### config.mk
export PLATFORM = sky130hd
export DESIGN_NAME = encoder_83_seq
export DESIGN_NICKNAME = d
export VERILOG_FILES = /design/src/rtl/encoder_83_seq.sv
export SDC_FILE = /design/constraint.sdc
export NUM_CORES = 1
export LEC_CHECK = 0
export CAP_MARGIN = 20
export CORE_MARGIN = 2
export CORE_UTILIZATION = 25
export CTS_CLUSTER_SIZE = 8
export DETAILED_ROUTE_END_ITERATION = 8
export GPL_ROUTABILITY_DRIVEN = 0
export MAX_ROUTING_LAYER = met4
export PLACE_DENSITY = 0.54
export SETUP_SLACK_MARGIN = 0.4
export SYNTH_ARGS = -nofsm -noshare
export SYNTH_HDL_FRONTEND = slang
export SYNTH_SLANG_ARGS = --single-unit
### constraint.sdc
create_clock -name clk -period 11.3 [get_ports clk]
set_clock_uncertainty 0.05 [all_clocks]
set_input_delay 2.26 -clock clk [delete_from_list [all_inputs] [get_ports clk]]
set_output_delay 2.26 -clock clk [all_outputs]
set_load 0.05 [all_outputs]
### src/rtl/encoder_83_seq.sv
// Sequential 8-to-3 encoder: serialises the set bits of a request vector into indices over a valid/ready handshake.
// Define ENC83_MSB_FIRST_EN to emit the highest set index first (default: lowest first).
module encoder_83_seq (
  input  logic       clk,
  input  logic       rst,
  input  logic [7:0] req_in,
  input  logic       req_valid,
  output logic       req_ready,
  output logic [2:0] idx,
  output logic       idx_valid,
  input  logic       idx_ready,
  output logic       idx_last,
  output logic [3:0] pend_cnt,
  output logic       zero_err
);

  typedef enum logic {IDLE, SERVE} state_t;

  state_t     state, state_n;
  logic [7:0] pending, pending_n;
  logic [2:0] idx_n;
  logic       idx_valid_n, idx_last_n, zero_err_n;
  logic [3:0] pend_cnt_n;

  function automatic logic [2:0] prio_bit(input logic [7:0] v);
    logic [2:0] r;
    r = 3'd0;
`ifdef ENC83_MSB_FIRST_EN
    for (int i = 0; i < 8; i++)
      if (v[i]) r = 3'(i);
`else
    for (int i = 7; i >= 0; i--)
      if (v[i]) r = 3'(i);
`endif
    return r;
  endfunction

  function automatic logic [3:0] popcount(input logic [7:0] v);
    logic [3:0] c;
    c = 4'd0;
    for (int i = 0; i < 8; i++)
      c = c + 4'(v[i]);
    return c;
  endfunction

  assign req_ready = (state == IDLE);

  always_ff @(posedge clk) begin
    if (rst) begin
      state     <= IDLE;
      pending   <= 8'd0;
      idx       <= 3'd0;
      idx_valid <= 1'b0;
      idx_last  <= 1'b0;
      pend_cnt  <= 4'd0;
      zero_err  <= 1'b0;
    end else begin
      state     <= state_n;
      pending   <= pending_n;
      idx       <= idx_n;
      idx_valid <= idx_valid_n;
      idx_last  <= idx_last_n;
      pend_cnt  <= pend_cnt_n;
      zero_err  <= zero_err_n;
    end
  end

  always_comb begin
    state_n     = state;
    pending_n   = pending;
    idx_n       = idx;
    idx_valid_n = idx_valid;
    idx_last_n  = idx_last;
    pend_cnt_n  = pend_cnt;
    zero_err_n  = 1'b0;
    unique case (state)
      IDLE: begin
        if (req_valid) begin
          if (req_in != 8'd0) begin
            state_n     = SERVE;
            pending_n   = req_in;
            idx_n       = prio_bit(req_in);
            idx_valid_n = 1'b1;
            idx_last_n  = (popcount(req_in) == 4'd1);
            pend_cnt_n  = popcount(req_in);
          end else begin
            zero_err_n = 1'b1;
          end
        end
      end
      SERVE: begin
        // The final handshake empties pending, so the count drops straight to zero here.
        if (idx_valid && idx_ready) begin
          pending_n = pending & ~(8'd1 << idx);
          if (idx_last) begin
            state_n     = IDLE;
            pending_n   = 8'd0;
            idx_n       = 3'd0;
            idx_valid_n = 1'b0;
            idx_last_n  = 1'b0;
            pend_cnt_n  = 4'd0;
          end else begin
            idx_n      = prio_bit(pending & ~(8'd1 << idx));
            pend_cnt_n = pend_cnt - 4'd1;
            idx_last_n = (pend_cnt == 4'd2);
          end
        end
      end
      default: state_n = IDLE;
    endcase
  end

endmodule

==> impl_metrics.yaml <==
run_status:
  status: "finished clean"
clocking:
  cts-resized-gates: 0
  clock_tree_buf_depth: 2
  worstSkewPairLatency_ns: 0.26
  cts_made_buffers: 3
  post_cts_hold_buffer_count: 0
  clock_sink_count: 19
  clock_tree_from_tritoncts: "built"
  post_cts_buffers: 0
  clk_root_buffer_cell: "clkbuf_8"
  worst_setup_hold_path_clk_slew_ns: 0.08
  cts_max_level: 1
worst_setup_path:
  crit_start: "req_in[1]"
  crit_fanout: 6
  cp_data_required_time_ns: 11.36
  critPathArrivalTime_ns: 5.67
  regToRegStartpoint: "state"
  critical_path.startpoint_type: "input pin"
  timing.critical_path.slowest_cell_delay_ns: 0.55
  worstPathBufferInverterCount: 4
  critical_path_class: "input pin to flop"
  critPathCaptureType: "flop"
  critical-path-top-delay-family: "adder cells"
  path_common_cell: "fa_1"
  crit_slowest_cell: "fa_1"
  crit_chain: "clkdlybuf4s50_1 -> fa_1 -> inv_1 -> fa_1 -> fa_1 -> inv_1 -> ha_1 -> inv_1 -> fa_1 -> xor2_1 -> and4_1 -> a221oi_1 -> nor3_1"
route:
  drtAntennaViolNets: 0
  drt_pre_antenna_iters: 4
  drt-vias-per-instance: 5.00
  drcViolationCount: 0
  drtIter0Drc: 78
  detail_route.wl_per_cell_um: 13.5
  detailroute.via_count: 1349
  routed_wirelength_mm: 3.64
layout:
  final_common_cell: "nor2_1"
  syn_to_final_growth_pct: 20.1
  layout.core_utilization_pct: 31.3
  drive_above_1_share_pct: 6.06
  fillCellCount: 595
  antenna_cells: 0
  fin_cells: 270
  layout_common_cells: "nor2_1 (23), clkdlybuf4s50_1 (22), dfxtp_1 (19)"
  final_net_count: 221
placement:
  numPlacedInstances: 266
  place.port_buffers: 22
  dpl.hpwl_mm: 2.73
  placement.setup.worst_slack_ns: 5.41
power_and_ir_drop:
  vdd.ir_drop.worst_mv: 0.0718
  power.switching_fraction_pct: 38.9
  power.leakage_nw: 0.637
  clock_power_share_pct: 22.2
  power.switching_uw: 84.8
  power_per_cell_area_nw_per_um2: 127
  p_int_uw: 133
  pwr-share-seq_pct: 38.2
  power.combinational.fraction_pct: 39.5
timing:
  finalCriticalPeriod_ns: 5.61
  maxClockFrequency_mhz: 178
  maxSlewViolCount: 0
  rsz0062_at_grt: "false"
  relSlewSlack_pct: 46.2
  totalNegativeSetupSlack_ns: 0
  final_critical_path_setup_slack_ns: 5.69
  finalHoldViolations: 0
  worstMarginPinSlew_ns: 0.805
  post_route_worst_hold_slack_ns: 0.463
  post-route-period-util_pct: 49.7
  setup_viol_count_final: 0
floorplanning:
  rows: 27
  floorplan.die_area_um2: 6360
  placeableCoreArea_um2: 5510
  io_pins: 23
  chipWidth_um: 79.7
  initial_utilization_pct: 26.0
  die_h_um: 79.7
synth:
  synth_async_sr_flop_share_pct: 0
  count_of_flip_flops_with_a_built_in_enable_after_synthesis: 0
  post_synth_inst_count: 182
  synth_top_flop_cell: "dfxtp_1"
  netlist_area_before_placement_um2: 1430
  share_of_the_yosys_chip_area_belonging_to_registers_pct: 26.5
  synth-seq-cells: 19
  synth_fp_nets: 204
  synth.lib_cells_used.distinct: 47
  synth.yosys.warnings: 0
  synth_area_per_cell_um2: 7.88
grt:
  gr-usage-all-layers_pct: 12.9
  grt_antenna_before_repair: 0
  grt_use_met2_pct: 22.0
  groute.layer.met1.usage_pct: 16.1
  grt_first_pass_wirelength_mm: 6.33
  globalRoute.totalOverflow: 0
  gr-max-usage-layer: "met2"
  vias_in_the_first_global_route: 1315
  global_route.usage.met3_pct: 2.71
  maximum_number_of_pins_on_one_net_before_global_route_repair: 20
worst_hold_path:
  worstHoldStart: "pending[6]"
  hp-class: "flop to flop"
run:
  maxCapViolations: 0
[cell usage after synthesis, types with 4 or more instances]
library cell / instances / share of area, %
a211oi_1: 5 / 2.6
a21oi_1: 16 / 5.6
dfxtp_1: 19 / 27
fa_1: 4 / 5.6
ha_1: 6 / 5.2
inv_1: 17 / 4.5
nand2_1: 10 / 2.6
nand2b_1: 6 / 2.6
nand3_1: 5 / 1.7
nor2_1: 23 / 6.0
nor2b_1: 4 / 1.7
nor3_1: 9 / 3.1
o21ai_0: 12 / 4.2
o22ai_1: 4 / 1.7
[sequential cells by signal, indices dropped and copies added, names as in the netlist]
name / count
idx_last: 1
idx: 3
state: 1
zero_err: 1
pending: 8
pend_cnt: 4
idx_valid: 1
[worst register-to-register path: stages (launching register included)]
cell       delay [ns]
dfxtp_1          0.65
nand2b_1         0.50
a2111oi_0        0.69
a211oi_1         0.11
nor3_1           0.18
[cell families after synthesis]
| family | share of synthesized area [%] |
|---|---|
| AOI/OAI and AO/OA | 25.8 |
| DFF | 26.5 |
| muxes | 1.48 |
| and+or+nand+nor | 24.9 |
| adders and majority gates | 10.8 |
| buffers and inverters | 9.25 |
| xor gates and xnor gates | 1.22 |
[power by group through the flow]
stage,combinational (mW),sequential [mW],clock (mW)
floorplan,0.0546,0.0927,0
global placement,0.0862,0.0851,0
detailed placement,0.0862,0.0853,0
CTS,0.0871,0.0836,0.0508
global route,0.0962,0.0853,0.0539
finish,0.0863,0.0834,0.0484
[per-stage QoR]
| step | area [µm²] | power, mW |
|---|---|---|
| floorplan | 1430 | 0.147 |
| global placement | 1680 | 0.171 |
| detailed placement | 1680 | 0.171 |
| CTS | 1720 | 0.221 |
| global route | 1720 | 0.235 |
| finish | 1720 | 0.218 |
[layer usage]
layer	up-vias	share of wire [%]
li1	682	-
met1	637	44
met2	26	51
met3	4	4.5
met4	0	0.71
met5	-	0
[worst paths after layout]
path / end / slack, ns / cells after the start
min: pending[6] / 0.46 / 2
min reg2reg: pending[6] / 0.46 / 2
max reg2reg: idx[2] / 9.04 / 4
max: idx_last / 5.69 / 13
[final cells by class]
cell class / instances / area, µm² / area share [%]
multi-input cells: 136 / 921 / 53.5
flip-flops and latches: 19 / 380 / 22.1
repair buffers: 22 / 220 / 12.8
well taps: 72 / 90.1 / 5.23
inverters: 17 / 63.8 / 3.71
clock buffers: 3 / 41.3 / 2.40
clock inverters: 1 / 5.00 / 0.291
Note: power is estimated with default switching activity, not from simulation.
